[config.mk]
export PLATFORM = sky130hd
export DESIGN_NAME = tlb_port_arbiter
export DESIGN_NICKNAME = d
export VERILOG_FILES = /design/src/rtl/tlb_arb_pkg.sv /design/src/rtl/tlb_rr_pick2.sv /design/src/rtl/tlb_port_arbiter.sv
export SDC_FILE = /design/constraint.sdc
export NUM_CORES = 1
export LEC_CHECK = 0
export ABC_CLOCK_PERIOD_IN_PS = 1550
export CAP_MARGIN = 40
export CORE_ASPECT_RATIO = 1.25
export CORE_MARGIN = 2
export CORE_UTILIZATION = 35
export CTS_BUF_LIST = sky130_fd_sc_hd__clkbuf_16
export DETAILED_ROUTE_END_ITERATION = 16
export PLACE_DENSITY_LB_ADDON = 0.08
export SYNTH_ARGS = -nofsm -noshare
export SYNTH_HDL_FRONTEND = slang
export SYNTH_SLANG_ARGS = --single-unit
[constraint.sdc]
create_clock -name i_clk -period 1.55 [get_ports i_clk]
set_input_delay 0.2325 -clock i_clk [delete_from_list [all_inputs] [get_ports i_clk]]
set_output_delay 0.2325 -clock i_clk [all_outputs]
set_load 0.005 [all_outputs]
[src/rtl/tlb_arb_pkg.sv]
// tlb_arb_pkg: shared types and constants for the TLB port arbiter.
//   state_e          - sequencer states (idle, access in flight, one-cycle gap)
//   owner_e          - which requester owns the current access
//   err_e / ErrW     - completion code returned with done
//   DefTimeoutCycles - default abort limit when TLB_ARB_TIMEOUT_EN is defined
package tlb_arb_pkg;

  typedef enum logic [1:0] {
    StIdle,
    StBusy,
    StDone
  } state_e;

  typedef enum logic {
    OWN_IF = 1'b0,
    OWN_LS = 1'b1
  } owner_e;

  localparam int unsigned ErrW = 2;

  typedef enum logic [ErrW-1:0] {
    ErrOk         = 2'd0,
    ErrNotPresent = 2'd1,
    ErrNotUser    = 2'd2,
    ErrTimeout    = 2'd3
  } err_e;

  localparam int unsigned DefTimeoutCycles = 64;

endpackage

[src/rtl/tlb_rr_pick2.sv]
// tlb_rr_pick2: combinational two-input round-robin select.
//   req  in  2  request vector, bit 0 = master 0, bit 1 = master 1
//   last in  1  index of the master granted most recently
//   any  out 1  at least one request present
//   pick out 1  index of the winning master (meaningful only when any = 1)
module tlb_rr_pick2 (
  input  logic [1:0] req,
  input  logic       last,
  output logic       any,
  output logic       pick
);

  assign any  = |req;
  // On a tie the master not granted last wins; otherwise the sole requester wins.
  assign pick = (req == 2'b11) ? ~last : req[1];

endmodule

[src/rtl/tlb_port_arbiter.sv]
// tlb_port_arbiter: shares the TLB CPU-side port between instruction fetch (IF)
// and load/store (LS). One access at a time: arbitrate, drive the TLB strobes
// from latched request fields, wait for completion or fault, return the result
// to the owner, then hold the strobes low for one cycle before the next grant.
//
// Ports:
//   i_clk, i_rst                 clock, synchronous active-high reset
//   i_is_user                    privilege, latched at grant
//   i_if_req, i_if_address       fetch request (read-only)
//   o_if_valid/done/error/rdata  fetch result (valid/done are 1-cycle pulses)
//   i_ls_req/write/address/wdata load/store request
//   o_ls_valid/done/error/rdata  load/store result
//   o_tlb_*                      registered TLB request fields and strobes
//   i_tlb_rdata/valid/error_*    TLB response
//
// Build option: define TLB_ARB_TIMEOUT_EN to abort an access with code 3 after
// TIMEOUT_CYCLES busy cycles without a response. Without it BUSY waits forever.
module tlb_port_arbiter import tlb_arb_pkg::*; #(
`ifdef TLB_ARB_TIMEOUT_EN
  parameter int unsigned TIMEOUT_CYCLES = DefTimeoutCycles,
`endif
  parameter int unsigned ADDR_W = 32,
  parameter int unsigned DATA_W = 32
) (
  input  logic              i_clk,
  input  logic              i_rst,
  input  logic              i_is_user,
  input  logic              i_if_req,
  input  logic [ADDR_W-1:0] i_if_address,
  output logic              o_if_valid,
  output logic [DATA_W-1:0] o_if_rdata,
  output logic [ErrW-1:0]   o_if_error,
  output logic              o_if_done,
  input  logic              i_ls_req,
  input  logic              i_ls_write,
  input  logic [ADDR_W-1:0] i_ls_address,
  input  logic [DATA_W-1:0] i_ls_wdata,
  output logic              o_ls_valid,
  output logic              o_ls_done,
  output logic [DATA_W-1:0] o_ls_rdata,
  output logic [ErrW-1:0]   o_ls_error,
  output logic [ADDR_W-1:0] o_tlb_address,
  output logic              o_tlb_read,
  output logic              o_tlb_write,
  output logic              o_tlb_is_user,
  output logic [DATA_W-1:0] o_tlb_wdata,
  input  logic [DATA_W-1:0] i_tlb_rdata,
  input  logic              i_tlb_valid,
  input  logic              i_tlb_error_not_present,
  input  logic              i_tlb_error_not_user
);

  state_e            state_q, state_d;
  owner_e            owner_q, owner_d;
  owner_e            last_q, last_d;
  logic [ADDR_W-1:0] addr_q, addr_d;
  logic [DATA_W-1:0] wdata_q, wdata_d;
  logic              write_q, write_d;
  logic              user_q, user_d;
  logic              rd_q, rd_d, wr_q, wr_d;
  logic              if_valid_q, if_valid_d, if_done_q, if_done_d;
  logic              ls_valid_q, ls_valid_d, ls_done_q, ls_done_d;
  err_e              if_err_q, if_err_d, ls_err_q, ls_err_d;
  logic [DATA_W-1:0] if_rdata_q, if_rdata_d, ls_rdata_q, ls_rdata_d;

  logic any_req, pick_ls;
  logic hit;
  err_e code;

`ifdef TLB_ARB_TIMEOUT_EN
  localparam int unsigned CntW = (TIMEOUT_CYCLES > 1) ? $clog2(TIMEOUT_CYCLES) : 1;
  localparam logic [CntW-1:0] CntMax = CntW'(TIMEOUT_CYCLES - 1);
  logic [CntW-1:0] cnt_q, cnt_d;
`endif

  tlb_rr_pick2 u_pick (
    .req  ({i_ls_req, i_if_req}),
    .last (last_q == OWN_LS),
    .any  (any_req),
    .pick (pick_ls)
  );

  // Completion decode in priority order; a real TLB response outranks the timeout.
  always_comb begin
    hit  = 1'b1;
    code = ErrOk;
    if (i_tlb_error_not_user) begin
      code = ErrNotUser;
    end else if (i_tlb_error_not_present) begin
      code = ErrNotPresent;
    end else if (i_tlb_valid) begin
      code = ErrOk;
`ifdef TLB_ARB_TIMEOUT_EN
    end else if (cnt_q == CntMax) begin
      code = ErrTimeout;
`endif
    end else begin
      hit = 1'b0;
    end
  end

  always_comb begin
    state_d    = state_q;
    owner_d    = owner_q;
    last_d     = last_q;
    addr_d     = addr_q;
    wdata_d    = wdata_q;
    write_d    = write_q;
    user_d     = user_q;
    rd_d       = rd_q;
    wr_d       = wr_q;
    if_err_d   = if_err_q;
    ls_err_d   = ls_err_q;
    if_rdata_d = if_rdata_q;
    ls_rdata_d = ls_rdata_q;
    if_valid_d = 1'b0;
    if_done_d  = 1'b0;
    ls_valid_d = 1'b0;
    ls_done_d  = 1'b0;
`ifdef TLB_ARB_TIMEOUT_EN
    cnt_d      = cnt_q;
`endif

    case (state_q)
      StIdle: begin
        if (any_req) begin
          user_d = i_is_user;
          if (pick_ls) begin
            owner_d = OWN_LS;
            last_d  = OWN_LS;
            addr_d  = i_ls_address;
            wdata_d = i_ls_wdata;
            write_d = i_ls_write;
            rd_d    = ~i_ls_write;
            wr_d    = i_ls_write;
          end else begin
            // Fetch is read-only.
            owner_d = OWN_IF;
            last_d  = OWN_IF;
            addr_d  = i_if_address;
            wdata_d = '0;
            write_d = 1'b0;
            rd_d    = 1'b1;
            wr_d    = 1'b0;
          end
`ifdef TLB_ARB_TIMEOUT_EN
          cnt_d = '0;
`endif
          state_d = StBusy;
        end
      end

      StBusy: begin
        if (hit) begin
          rd_d    = 1'b0;
          wr_d    = 1'b0;
          state_d = StDone;
          if (owner_q == OWN_LS) begin
            ls_done_d  = 1'b1;
            ls_err_d   = code;
            ls_valid_d = (code == ErrOk);
            if (code == ErrOk) ls_rdata_d = i_tlb_rdata;
          end else begin
            if_done_d  = 1'b1;
            if_err_d   = code;
            if_valid_d = (code == ErrOk);
            if (code == ErrOk) if_rdata_d = i_tlb_rdata;
          end
        end else begin
`ifdef TLB_ARB_TIMEOUT_EN
          cnt_d = cnt_q + CntW'(1);
`endif
        end
      end

      // One idle-strobe cycle so the owner can drop req; requests are ignored.
      StDone: state_d = StIdle;

      default: state_d = StIdle;
    endcase
  end

  always_ff @(posedge i_clk) begin
    if (i_rst) begin
      state_q    <= StIdle;
      owner_q    <= OWN_IF;
      last_q     <= OWN_IF;
      addr_q     <= '0;
      wdata_q    <= '0;
      write_q    <= 1'b0;
      user_q     <= 1'b0;
      rd_q       <= 1'b0;
      wr_q       <= 1'b0;
      if_valid_q <= 1'b0;
      if_done_q  <= 1'b0;
      ls_valid_q <= 1'b0;
      ls_done_q  <= 1'b0;
      if_err_q   <= ErrOk;
      ls_err_q   <= ErrOk;
      if_rdata_q <= '0;
      ls_rdata_q <= '0;
`ifdef TLB_ARB_TIMEOUT_EN
      cnt_q      <= '0;
`endif
    end else begin
      state_q    <= state_d;
      owner_q    <= owner_d;
      last_q     <= last_d;
      addr_q     <= addr_d;
      wdata_q    <= wdata_d;
      write_q    <= write_d;
      user_q     <= user_d;
      rd_q       <= rd_d;
      wr_q       <= wr_d;
      if_valid_q <= if_valid_d;
      if_done_q  <= if_done_d;
      ls_valid_q <= ls_valid_d;
      ls_done_q  <= ls_done_d;
      if_err_q   <= if_err_d;
      ls_err_q   <= ls_err_d;
      if_rdata_q <= if_rdata_d;
      ls_rdata_q <= ls_rdata_d;
`ifdef TLB_ARB_TIMEOUT_EN
      cnt_q      <= cnt_d;
`endif
    end
  end

  assign o_if_valid    = if_valid_q;
  assign o_if_done     = if_done_q;
  assign o_if_error    = if_err_q;
  assign o_if_rdata    = if_rdata_q;
  assign o_ls_valid    = ls_valid_q;
  assign o_ls_done     = ls_done_q;
  assign o_ls_error    = ls_err_q;
  assign o_ls_rdata    = ls_rdata_q;
  assign o_tlb_address = addr_q;
  assign o_tlb_wdata   = wdata_q;
  assign o_tlb_is_user = user_q;
  assign o_tlb_read    = rd_q;
  assign o_tlb_write   = wr_q;

  // write_q documents the access kind; the strobes already encode it.
  logic unused_write;
  assign unused_write = write_q;

endmodule

# Yosys cells after proc, flatten, opt, wreduce, memory -nomap -nowiden
# Index checks and enable logic that the tools add are counted.
# classes
eq_ne,4
muxes,21
bitwise_logic,4
n_reduce_logical,14
# op_table
cell,count
32-bit two-way mux,2
1-bit two-way mux,13
3-bit AND reduction,3
4-bit AND reduction,2
4-bit OR reduction,2
2-bit two-way mux,3
2-bit logical NOT,2
2-bit != test (second input constant),2
1-bit inverter,4
1-bit case mux with 2 select lines,2
2-bit case mux with 2 select lines,1
2-bit AND reduction,2
3-bit OR reduction,1
2-bit by 1-bit == test with 1-bit output (second input constant),1
2-bit == test (second input constant),1
2-bit nonzero test,1
2-bit OR reduction,1
# totals
regBits,142
input_bits,137
output_inout_bits,139
word_cells,58

# Longest topological paths before layout
# Gate-level depths: netlist of run 1.
# logic_depth
depth_word,5
ltp_mapped,6
mapped_depth_nobuf,3

# Modules after synthesis
# From an unflattened synthesis of run 1, not the netlist that was laid out.
# unflattened
hier_cells,590
hier_area_um2,5830.6
# by_module_without_submodules
mod,instances,cells_per_inst,area_per_inst_um2,seq_area_each_um2
tlb_port_arbiter,1,588,5816.8,2842.7
tlb_rr_pick2,1,2,13.8,0.0

# Worst setup path before layout of run 1
# OpenSTA, ideal clock, no wires.
# synth_timing
path_kind,register -> register
from,"register, netlist name last_q"
to,"register if_rdata_q[10], in the netlist o_if_rdata[10]"
setup_ns,0.072
arrival_ns,1.489
setup_slack_ns,-0.010
stages_incl_launch_ff,6
path_buffers,2
synth_period_minus_slack_ns,1.560
cell_sequence,dfxtp_1 buf_2 or3b_2 nor2_4 buf_4 mux2i_1
# synth_lines
item,line,source
"end signal, assigned",tlb_port_arbiter.sv:221,if_rdata_q <= if_rdata_d;
"end, declared",tlb_port_arbiter.sv:64,"logic [DATA_W-1:0] if_rdata_q, if_rdata_d, ls_rdata_q, ls_rdata_d;"

# Final worst setup path of run 1
# layout_timing
from,input port i_tlb_error_not_user
to,"register if_rdata_q[17], in the netlist o_if_rdata[17]"
# layout_between
elab_chain_len,3
word_cells_on_any_way,4
classes_between,2 x mux; 2 x reduce/logical
# layout_lines
item,line,source
"start, declared",tlb_port_arbiter.sv:50,input logic i_tlb_error_not_user
2-bit two-way mux,tlb_port_arbiter.sv:87,if (i_tlb_error_not_user) begin
2-bit logical NOT,tlb_port_arbiter.sv:167,if (code == ErrOk) if_rdata_d = i_tlb_rdata;
4-bit AND reduction (no line) *,--,
# Mark *: on every way between the ends. The rest lies on a longest branch, timed or not.
# A chain may end at the register's enable or synchronous reset.

==> results of run 1 <==
==> cell type report <==
cell class	count	share of cell area
clock buffers	17	0.04456
repair buffers	310	0.3452
clock inverters	14	0.01782
multi-input cells	366	0.2658
well taps	212	0.02778
inverters	1	0.0003931
flip-flops and latches	142	0.2985
==> final timing paths <==
check | from | cells past startpoint | slack [ps] | endpoint
hold / removal | i_rst | 2 | 60 | state_q[0]
setup reg to reg | last_q | 5 | 90 | o_if_rdata[17]
hold reg to reg | o_if_rdata[29] | 2 | 470 | o_if_rdata[29]
setup / recovery | i_tlb_error_not_user | 7 | 30 | o_if_rdata[17]
==> power by group <==
part	switching (mW)	leakage, nW	internal, mW
Clock	1.61	0.286	2.52
Combinational	0.591	2.95	0.924
Sequential	0.104	1.16	3.84
==> flip-flops by register name, indices dropped and copies added, names as in the netlist <==
name / cells
o_if_done: 1
last_q: 1
o_ls_done: 1
o_tlb_is_user: 1
state_q: 2
o_if_rdata: 32
o_tlb_wdata: 32
o_if_error: 2
o_ls_valid: 1
o_tlb_address: 32
o_tlb_write: 1
o_ls_error: 2
o_ls_rdata: 32
o_tlb_read: 1
o_if_valid: 1
==> worst max-delay path: cells and delay by family <==
kind / cells / cell delay, ps
simple gates: 2 / 520
buf+inv: 4 / 910
mux: 1 / 180
==> repair_timing <==
| item | 4_1_cts | 5_1_grt |
|---|---|---|
| buffers inserted | 0 | 1 |
| gates cloned | 0 | 4 |
| resized for setup | 10 | 50 |
| endpoints found under the setup margin | 44 | 86 |
| pin swaps | 0 | 2 |
==> per-layer routing <==
metal | GRT usage | share of wire | up-vias
met5 | 0 | 0 | -
met4 | 0.08176 | 0.027 | 0
met3 | 0.08187 | 0.088 | 31
met2 | 0.3318 | 0.49 | 191
met1 | 0.2261 | 0.39 | 2403
li1 | - | - | 2501
==> Yosys cell counts (2+ instances only) <==
library cell and count:
a21bo_2 2, buf_2 8, nand2b_1 102, mux2i_1 68, nor3_1 3, or3b_2 2
buf_4 3, a22o_1 32, clkbuf_1 34, nor4_1 2, nand2_1 68, a311oi_1 33
dfxtp_1 142, buf_6 3, nor2_1 3, or3_1 2, nand3_1 2, a21oi_1 37
==> per-stage QoR <==
| step | std cells | utilization | setup TNS [ps] | instance area [um2] |
|---|---|---|---|---|
| 2_1_floorplan | 558 | - | -311.1 | 5585 |
| 3_3_place_gp | 1026 | 0.5602 | -34660 | 8722 |
| 3_5_place_dp | 1026 | 0.5602 | -39380 | 8722 |
| 4_1_cts | 1057 | 0.5984 | 0 | 9316 |
| 5_1_grt | 1062 | 0.6132 | -42.76 | 9548 |
| 6_report | 1062 | 0.6132 | 0 | 9548 |
==> cells by family after synthesis <==
group                  after synthesis  synth area share
AO/OA/AOI/OAI                      108            0.1445
multiplexers                        68            0.1219
flip-flops                         142            0.5090
buffers and inverters               50           0.04144
AND/OR/NAND/NOR                    190            0.1832
==> flow_metrics.py, run 1 <==
metrics = {
    "status": {
        "status": "completed",
    },
    "critical_path": {
        "worstSetupEndpointType": "flop",
        "critical_path.startpoint_type": "input port",
        "path_cells": "clkdlybuf4s50_1 -> or3b_4 -> buf_4 -> nor2_4 -> buf_12 -> clkbuf_16 -> mux2i_1",
        "critPathArrivalTime_ps": 1860,
        "slowest_delay_ps": 440,
        "cp_data_required_time_ps": 1890,
        "critical-path-slowest-cell": "clkdlybuf4s50_1",
        "crit_type": "in -> reg",
        "crit_fanout": 7,
    },
    "synth": {
        "ys_warn_count": 0,
        "synth_area_leaders": "dfxtp_1, mux2i_1, nand2b_1",
        "synth_edf_count": 0,
        "syn_avg_cell_area_um2": 10.01,
        "synth_top_area_share": 0.5090,
        "async_flop_share": 0,
        "syn_area_um2": 5585,
        "netlist_instances": 558,
        "synth_fp_nets": 695,
        "ys_ff_latch": 142,
        "seq_area_frac_synth": 0.5090,
        "synth-main-ff-cell": "dfxtp_1",
        "synth_top_area_cell": "dfxtp_1",
        "synthDistinctLibCells": 30,
    },
    "clocking": {
        "cts_tree": "yes",
        "path_clk_slew_ps": 60,
        "clock_latency_ps": 420,
        "clk_path_buf_depth": 2,
        "cts_buffers": 17,
        "htreeDepth": 4,
        "cts_root_buffer": "clkbuf_16",
        "numClockSinks": 142,
        "ctsHoldBuffers": 0,
    },
    "floorplanning": {
        "die_h_um": 145.2,
        "core_um2": 15570,
        "io_pins": 276,
        "rows": 51,
        "design.die.area_um2": 16990,
        "start_util": 0.3587,
        "fp.dieW_um": 117.0,
    },
    "grt": {
        "grt-ovfl-total": 0,
        "antenna_found_initial": 0,
        "grt_start_max_net_pins": 59,
        "grt_util_all_layers": 0.2008,
        "grt_pass1_wl_um": 26870,
        "grt_pass1_vias": 5422,
    },
    "routing": {
        "routed_wl_um": 17360,
        "num_vias": 5126,
        "first_pass_iters": 6,
        "vias_per_cell": 4.827,
        "wire_per_inst_um": 16.35,
        "drtIter0Drc": 202,
        "ant_nets": 0,
        "drc": 0,
    },
    "place": {
        "gp_congestion": 0.7945,
        "hpwl_um": 12240,
        "post-place-ws_ps": -552.9,
        "portBuffers": 275,
    },
    "layout": {
        "final_common_cell": "clkdlybuf4s50_1",
        "multiInputGateArea_um2": 2537,
        "mostFrequentLayoutCells": "clkdlybuf4s50_1, dfxtp_1, nand2b_1, nand2_1, mux2i_1",
        "antennaDiodeCount": 0,
        "fillers": 1361,
        "seq_area_um2": 2850,
        "layout.nets": 975,
        "area_growth_pct": 70.95,
        "drive_gt1_frac": 0.09882,
    },
    "sta": {
        "hold_violations": 0,
        "slew_headroom": 0.7303,
        "min_period_over_period": 0.9787,
        "min_period_ps": 1517,
        "whs_ps": 60.73,
        "slew_violations": 0,
        "worst_pin_slew_ps": 404.6,
        "finalSetupViolCount": 0,
        "fin_skew_ps": 8.347,
        "worst_slack_ps": 33.04,
        "max_freq_ghz": 0.6592,
    },
    "power_and_ir_drop": {
        "power_density_nw_per_um2": 1004,
        "ir_drop_uv": 640.7,
        "leakage_nw": 4.402,
        "finalPower_mw": 9.591,
    },
    "job": {
        "maxCapViolations": 0,
    },
    "hold_path": {
        "worstHoldPathType": "in -> reg",
    },
}
Power figures use the tool's default switching activity.
==> run 2: changes to the inputs <==
--- a/config.mk
+++ b/config.mk
@@ -8,7 +8,6 @@
 export ABC_CLOCK_PERIOD_IN_PS = 1550
 export CAP_MARGIN = 40
 export CORE_ASPECT_RATIO = 1.25
-export CORE_MARGIN = 2
 export CORE_UTILIZATION = 35
 export CTS_BUF_LIST = sky130_fd_sc_hd__clkbuf_16
 export DETAILED_ROUTE_END_ITERATION = 16
==> run 2 against run 1 <==
  * Combinational power hardly changed
  * Cell area fell by 0.76%
  * Critical path depth down 6
  * Non-clock buffer count stayed put
  * Clock power is 3% lower
  * Register-to-register slack improved by 40 ps
  * Utilization is 0.47 points lower
  * Routed wire length is 3.0% lower
  * First-iteration DRC count decreased by 11%
==> flow_metrics.py, run 2 (synthesized netlist as in run 1, its figures left out) <==
metrics = {
    "status": {
        "status": "completed",
    },
    "layout": {
        "seq_area_um2": 2845,
        "fillers": 1412,
        "layout.nets": 975,
        "final_common_cell": "clkdlybuf4s50_1",
        "multiInputGateArea_um2": 2534,
        "area_growth_pct": 69.65,
        "mostFrequentLayoutCells": "clkdlybuf4s50_1, dfxtp_1, nand2b_1, nand2_1, mux2i_1",
        "drive_gt1_frac": 0.09048,
    },
    "critical_path": {
        "cp_data_required_time_ps": 1320,
        "worstSetupEndpointType": "primary output",
        "critical_path.startpoint_type": "flop",
        "path_cells": "clkdlybuf4s50_1",
        "ff2ff_path_depth": 5,
        "startpoint": "o_ls_error[1]",
        "critPathArrivalTime_ps": 1280,
        "reg2reg_to": "o_if_rdata[3]",
        "crit_type": "reg -> out",
        "critical-path-slowest-cell": "clkdlybuf4s50_1",
        "r2r_start": "last_q",
        "regToRegSetupSlack_ps": 130,
        "crit_fanout": 2,
        "worst-path-buf-inv": 1,
        "critical_path.top_delay_family": "buffers and inverters",
        "slowest_delay_ps": 540,
    },
    "hold_path": {
        "min_from": "i_rst",
        "min_to": "o_if_error[0]",
        "worstHoldPathType": "in -> reg",
        "whs_path_depth": 3,
    },
    "sta": {
        "min_period_over_period": 0.9748,
        "tns_ps": 0,
        "worst_pin_slew_ps": 373.1,
        "min_period_ps": 1511,
        "slew_violations": 0,
        "slew_headroom": 0.7513,
        "max_freq_ghz": 0.6618,
        "finalSetupViolCount": 0,
        "hold_violations": 0,
        "fin_skew_ps": 5.770,
    },
    "place": {
        "hpwl_um": 11960,
        "portBuffers": 275,
        "gp_congestion": 0.8024,
    },
    "floorplanning": {
        "design.die.area_um2": 16470,
        "die_h_um": 143.2,
        "core_um2": 15570,
        "rows": 51,
        "fp.dieW_um": 115.0,
        "start_util": 0.3587,
        "io_pins": 276,
    },
    "grt": {
        "grt_start_max_net_pins": 56,
        "grt_pass1_wl_um": 26230,
        "grt_pass1_vias": 5323,
        "grt_util_all_layers": 0.2059,
        "antenna_found_initial": 1,
        "grt-ovfl-total": 0,
    },
    "routing": {
        "first_pass_iters": 4,
        "num_vias": 5151,
        "vias_per_cell": 4.841,
        "drc": 0,
        "wire_per_inst_um": 15.82,
        "drtIter0Drc": 179,
        "ant_nets": 0,
        "routed_wl_um": 16840,
    },
    "clocking": {
        "clk_path_buf_depth": 2,
        "htreeDepth": 4,
        "cts_tree": "yes",
        "cts_root_buffer": "clkbuf_16",
        "clock_latency_ps": 410,
        "path_clk_slew_ps": 60,
        "ctsHoldBuffers": 0,
        "numClockSinks": 142,
        "cts_buffers": 17,
    },
    "power_and_ir_drop": {
        "pwr-share-clk": 0.423,
        "finalPower_mw": 9.469,
        "leakage_nw": 4.067,
        "ir_drop_uv": 539.3,
        "seqPwrFrac": 0.417,
        "p_int_mw": 7.269,
        "switching_share": 0.2323,
        "combPwrFrac": 0.160,
        "p_switching_mw": 2.200,
        "power_density_nw_per_um2": 999.4,
    },
    "job": {
        "maxCapViolations": 0,
    },
}
-- run 2: cell count changes in the layout (fill, tap and decap cells not counted), moves of 2 or more --
cell,before,now
clkinv_1,0,3
dfxtp_1,136,140
dlygate4sd2_1,7,3
buf_6,1,3
dlymetal6s2s_1,41,23
clkinv_4,4,1
dfxtp_2,6,2
clkinv_2,2,5
clkdlybuf4s50_1,226,248
-- run 2: layer usage --
| metal | vias to the layer above | wire length, um | global-route usage | part of all wire |
|---|---|---|---|---|
| li1 | 2514 | - | - | - |
| met1 | 2410 | 6459 | 0.2144 | 0.38 |
| met2 | 195 | 8589 | 0.3672 | 0.51 |
| met3 | 32 | 1282 | 0.06749 | 0.076 |
| met4 | 0 | 503 | 0.1032 | 0.030 |
| met5 | - | 0 | 0 | 0 |
-- run 2: timing repair --
| item | CTS | global route |
|---|---|---|
| buffers inserted | 2 | 0 |
| setup endpoints to repair | 49 | 47 |
| gates resized for setup | 6 | 29 |
| cloned | 1 | 2 |
| pin swaps | 0 | 1 |
-- run 2: area by class of cell --
type	count	area share
timing repair buffer	310	0.3425
sequential	142	0.3003
multi-input combinational	366	0.2674
clock buffer	17	0.04490
tap	212	0.02799
clock inverter	15	0.01624
inverter	1	0.0003961
antenna	1	0.0002641
-- run 2: metrics by stage --
stage	area [um2]	instances	hold slack (ps)	setup WS (ps)	utilization
3_3_place_gp	8722	1026	455.9	-486.3	0.5602
5_1_grt	9475	1064	218.0	-1.547	0.6086
6_report	9475	1064	204.1	39.06	0.6086
4_1_cts	9346	1061	195.7	4.562	0.6003
2_1_floorplan	5585	558	348.6	-10.37	-
3_5_place_dp	8722	1026	457.3	-514.4	0.5602
-- run 2: worst max-delay path by stage --
stage | end | slack, ps | depth (start not counted)
floorplan | o_if_rdata[10] | -10 | 5
CTS | o_ls_done | 5 | 1
finish | o_ls_error[1] | 40 | 1
global route | o_tlb_wdata[12] | -2 | 1
detailed placement | o_ls_rdata[25] | -510 | 5
global placement | o_ls_rdata[29] | -490 | 5
-- run 2: power by group through the flow --
stage	clock network [mW]	logic (mW)	registers, mW
after CTS	4.10	1.53	3.95
after floorplan	0	0.552	4.03
final	4.00	1.52	3.95
after global placement	0	1.49	4.02
after global routing	4.25	1.64	3.98
after detailed placement	0	1.51	4.03
-- run 2: worst min-delay path: stages --
cell	delay, ps
buf_4	160
nand2b_1	120
mux2i_1	60
